`src/rtl/fifo_generator_1.sv`:
```
// Single-clock asymmetric FIFO: 256-byte store, 8-bit write side, 16-bit read side.
// The older byte of each pair lands in the upper half of the output word.
module fifo_generator_1 (
    input  logic        clk,
    input  logic        srst,
    input  logic [7:0]  din,
    input  logic        wr_en,
    input  logic        rd_en,
    output logic [15:0] dout,
    output logic        full,
    output logic        empty,
    output logic [9:0]  rd_data_count,
    output logic [8:0]  wr_data_count
);

    localparam int WR_WIDTH = 8;
    localparam int RD_WIDTH = 16;
    localparam int WR_DEPTH = 256;
    localparam int ADDR_W   = $clog2(WR_DEPTH);
    localparam int PTR_W    = ADDR_W + 1;

    logic [WR_WIDTH-1:0] mem_r [WR_DEPTH];

    logic [PTR_W-1:0]    wr_ptr_r;
    logic [PTR_W-1:0]    rd_ptr_r;
    logic [RD_WIDTH-1:0] dout_r;
    logic                full_r;
    logic                empty_r;
    logic [8:0]          wr_cnt_r;
    logic [9:0]          rd_cnt_r;

    logic                wr_acc_s;
    logic                rd_acc_s;
    logic [PTR_W-1:0]    wr_ptr_nxt_s;
    logic [PTR_W-1:0]    rd_ptr_nxt_s;
    logic [PTR_W-1:0]    occ_nxt_s;
    logic [ADDR_W-1:0]   rd_addr0_s;
    logic [ADDR_W-1:0]   rd_addr1_s;
    logic [RD_WIDTH-1:0] rd_word_s;

    // Accept decisions, next pointers and the occupancy they imply.
    always_comb begin
        wr_acc_s     = 1'b0;
        rd_acc_s     = 1'b0;
        wr_ptr_nxt_s = wr_ptr_r;
        rd_ptr_nxt_s = rd_ptr_r;

        if (wr_en && !full_r) begin
            wr_acc_s     = 1'b1;
            wr_ptr_nxt_s = wr_ptr_r + 9'd1;
        end else begin
            wr_acc_s     = 1'b0;
        end

        if (rd_en && !empty_r) begin
            rd_acc_s     = 1'b1;
            rd_ptr_nxt_s = rd_ptr_r + 9'd2;
        end else begin
            rd_acc_s     = 1'b0;
        end

        // The extra wrap bit keeps 256 (full) distinct from 0 (empty).
        occ_nxt_s = wr_ptr_nxt_s - rd_ptr_nxt_s;
    end

    // Assemble the outgoing word from the two oldest bytes.
    always_comb begin
        rd_addr0_s = rd_ptr_r[ADDR_W-1:0];
        rd_addr1_s = rd_ptr_r[ADDR_W-1:0] + 8'd1;
        rd_word_s  = {mem_r[rd_addr0_s], mem_r[rd_addr1_s]};
    end

    // Byte storage; contents need no reset since pointers define validity.
    always_ff @(posedge clk) begin
        if (srst && wr_acc_s) begin
            mem_r[wr_ptr_r[ADDR_W-1:0]] <= din;
        end
    end

    // Pointers, output word, flags and counts.
    always_ff @(posedge clk or negedge srst) begin
        if (!srst) begin
            wr_ptr_r <= 9'd0;
            rd_ptr_r <= 9'd0;
            dout_r   <= 16'h0000;
            full_r   <= 1'b0;
            empty_r  <= 1'b1;
            wr_cnt_r <= 9'd0;
            rd_cnt_r <= 10'd0;
        end else begin
            wr_ptr_r <= wr_ptr_nxt_s;
            rd_ptr_r <= rd_ptr_nxt_s;
            if (rd_acc_s) begin
                dout_r <= rd_word_s;
            end
            full_r   <= (occ_nxt_s == PTR_W'(WR_DEPTH));
            empty_r  <= (occ_nxt_s < 9'd2);
            wr_cnt_r <= occ_nxt_s;
            rd_cnt_r <= {2'b00, occ_nxt_s[8:1]};
        end
    end

    assign dout          = dout_r;
    assign full          = full_r;
    assign empty         = empty_r;
    assign wr_data_count = wr_cnt_r;
    assign rd_data_count = rd_cnt_r;

endmodule

```
`config.mk`:
```
export PLATFORM = sky130hd
export DESIGN_NAME = fifo_generator_1
export DESIGN_NICKNAME = d
export VERILOG_FILES = /design/src/rtl/fifo_generator_1.sv
export SDC_FILE = /design/constraint.sdc
export NUM_CORES = 2
export LEC_CHECK = 0
export ABC_AREA = 0
export ABC_CLOCK_PERIOD_IN_PS = 5500
export CAP_MARGIN = 20
export CORE_UTILIZATION = 25
export DETAILED_ROUTE_END_ITERATION = 16
export GPL_ROUTABILITY_DRIVEN = 0
export GPL_TIMING_DRIVEN = 0
export SETUP_SLACK_MARGIN = 0.2
export SYNTH_ARGS = -nofsm -noshare
export SYNTH_HDL_FRONTEND = slang
export SYNTH_SLANG_ARGS = --single-unit
```
`constraint.sdc`:
```
create_clock -name clk -period 5.5 [get_ports clk]
set_input_delay 1.1 -clock clk [delete_from_list [all_inputs] [get_ports clk]]
set_output_delay 1.1 -clock clk [all_outputs]
set_load 0.005 [all_outputs]
```
==> summary.txt <==
STA
  • Final setup vio count: 0
  • RSZ-0062 raised after global routing: false
  • Slew @ Worst Pin: 1340 ps
  • F_max: 184 MHz
  • Post-layout min period: 5430 ps
  • Final Hold Slack: 191 ps
  • Final Cycle Share: 98.7%
  • Final setup TNS: 0 ps
  • Final Max Slew Viols: 0
  • Final Hold Vio Count: 0
  • Slew margin rel.: 10.5%
  • Clock Skew: approximately 53 ps

Floorplanning
  • CORE AREA: 325000 um^2
  • Overall die area: 330000 um^2
  • Total I/O pin count: 49
  • Die Y: 575 um
  • Initial Util: 25.2%
  • FP Rows: between 200 and 250
  • Die width: 575 um

Global routing
  • Met2 Track Usage GR: 26.5%
  • Largest net degree at the start of global routing: 170
  • GRT overflow: 0
  • Initial antenna violation count: 22
  • GRT Total Usage: 17.2%
  • Vias in the first global route: ~44000
  • Grt peak-use layer: met2
  • First-pass GRT wire length: between 300000 and 400000 um
  • M3 GR Usage: 6.14%
  • Met1 GRT Util: 20.3%

Final layout
  • Area grow syn2layout: 16.4%
  • Layout cells sized above 1: between 20% and 30%
  • Nets: 4359
  • Post-layout util: 29.4%

Clocking
  • CTS buffer count: ~210
  • Setup repair bufs after CTS: 0
  • Clock slew at reported path FFs: 60 ps
  • CTS Sinks: around 2100
  • Clk root buf: clkbuf_16
  • CTS H-tree lvls: 4
  • Hold buffer count at CTS: 0
  • CTS tree: yes
  • Clock buffer depth: 3
  • Worst skew pair latency: 870 ps

Critical path
  • Critical path's most frequent cell: clkbuf_1
  • Worst path max stage delay: between 1000 and 1500 ps
  • CP Launch Type: input port
  • Cells along the critical path: clkdlybuf4s50_1, nor2b_1, clkbuf_1, and3_1, nand3_1, clkbuf_1, nor2_1
  • Worst setup EP type: register
  • Worst r2r src: rd_ptr_r[2]$_DFF_PN0_
  • CP arrival: 5910 ps
  • CP max FO: 10
  • Worst Path Required: 5980 ps
  • R2R cell count: 10
  • RR Endpoint: dout[3]$_DFFE_PN0P_
  • R2R Setup Slk: 160 ps
  • Critical path type: in2reg
  • Slowest-stage cell, CP: clkdlybuf4s50_1

Synth
  • Netlist cell types: 72
  • #FFs+latches synth: 2091
  • Yosys warns: 0
  • Post-synth EDFFs: just over 2000
  • Top area cells in the synthesized netlist: edfxtp_1 75%, mux4_2 11%, mux2i_1 3.7%
  • Sequential area share after synthesis: 76.3%
  • Cells after Synth: 4022
  • Count leader, synth: edfxtp_1
  • Post-synth top flop: edfxtp_1
  • Mapped Avg Cell Area: 20.4 um^2
  • Synth async-reset ratio: about 2.1%
  • Area leader, netlist: edfxtp_1
  • Commonest cells post-synth: 2048 x edfxtp_1, 412 x mux4_2, 303 x mux2i_1
  • Mapped Area: 82000 um^2
  • Top cell type's share of synthesized area: between 70% and 80%

Placed design
  • HPWL Detailed: a little under 200000 um
  • # port buffers: 46

Detailed routing
  • DR DRC count: 0
  • First-pass DRT Iterations: 7
  • Via density per instance: between 5 and 6
  • Antenna violation net count after detailed routing: 0
  • Detailed-route via count: 45600
  • DR WL/cell: 33.1 um
  • Routed wire length: around 290000 um
  • DRT iter0 DRCs: slightly below 8000

Worst hold path
  • Hold Path Class: in2async

Pwr
  • P_leak: 29.6 nW
  • VDD IR max: 0.386 mV
  • Pwr Density: ~530 nW/um^2
  • Final Power: 50.5 mW

Job
  • Max-cap violations: 0

Run status
  • Status: completed
==> critical path, delay by kind of cell <==
family,cells,cell delay (ps)
buffers and inverters,3,2200
and+or+nand+nor,4,2570
==> metrics by stage <==
step	cell area, um^2	worst slack [ps]	cells
2_1_floorplan	82000	1730	4023
3_3_place_gp	87900	-4200	8394
3_5_place_dp	88800	-656	8440
4_1_cts	95400	215	8821
5_1_grt	95500	227	8836
6_report	95500	70.0	8842
==> registers in the layout (all words and copies together) (netlist names) <==
signal / flops
mem_r: 2048
dout: 16
wr_ptr_r: 8
full: 1
rd_ptr_r: 8
rd_data_count: 1
empty: 1
wr_data_count: 8
==> timing repair <==
action	CTS	global route
gates resized for setup	5	7
cloned	0	0
endpoints found under the setup margin	4	4
==> final cells by class <==
class                   count  area (um^2)
diodes                     11         27.5
plain buffers             251         1580
clock buffers             253         5400
clock inverters           129         1170
fillers                 31600       230000
inverters                  22         82.6
multi-input cells        1658        17800
flip-flops and latches   2091        62600
well taps                4325         5410
repair buffers            102         1400
==> metal layers <==
| layer | routed length, um | share of wire (%) |
|---|---|---|
| met3 | 37400 | 13 |
| met5 | 195 | 0.067 |
| met1 | 102000 | 35 |
| met4 | 22400 | 7.7 |
| met2 | 131000 | 45 |
==> cells in the final DEF, fill, tap and decap left out, types with 11 or more instances in the layout <==
master              n
edfxtp_1         2048
mux4_2            412
mux2i_1           303
nor2_1            299
clkbuf_16         209
clkbuf_1          134
nand2_1            67
o221ai_1           65
clkinv_1           63
a21oi_1            62
buf_6              54
buf_2              51
nor3_1             51
o22ai_1            50
buf_8              42
dfrtp_1            42
clkdlybuf4s50_1    37
buf_4              35
nand3_1            33
clkinv_2           33
a22oi_1            28
o21ai_0            27
a221o_1            22
a221oi_1           22
inv_1              21
a211oi_1           18
clkbuf_2           17
nor2b_1            17
xnor2_1            14
nand2b_1           14
mux2_2             14
bufinv_16          13
buf_16             12
diode_2            11
a22o_1             11
ha_1               11
==> logic make-up (layout without fill, tap and decap cells) <==
family | Yosys count | in the layout | share of synthesized area [%]
flip-flops | 2091 | 2091 | 76.3
multiplexers | 730 | 730 | 15.2
AND/OR/NAND/NOR | 530 | 530 | 2.85
AO/OA/AOI/OAI | 367 | 367 | 3.28
buffers and inverters | 274 | 757 | 1.97
XOR/XNOR | 17 | 17 | 0.198
adder cells (fa/ha/maj) | 12 | 12 | 0.192
other | 1 | 13 | 0.00457
==> how the worst max path moves through the flow <==
stage | cells past startpoint | slack (ps) | end | from
global route | 13 | 230 | empty$_DFF_PN1_ | rd_ptr_r[4]$_DFF_PN0_
detailed placement | 14 | -660 | empty$_DFF_PN1_ | rd_ptr_r[3]$_DFF_PN0_
finish | 7 | 70 | mem_r[189][4]$_DFFE_PP_ | wr_en
floorplan | 11 | 1730 | empty$_DFF_PN1_ | rd_en
global placement | 1 | -4200 | mem_r[213][7]$_DFFE_PP_ | din[7]
CTS | 14 | 210 | empty$_DFF_PN1_ | rd_ptr_r[2]$_DFF_PN0_
==> power by group <==
group | internal (mW) | total [mW] | switching, mW
sequential | 17.7 | 18.0 | 0.266
combinational | 6.02 | 18.6 | 12.6
clock | 7.62 | 13.9 | 6.29
Power figures use the tool's default switching activity.
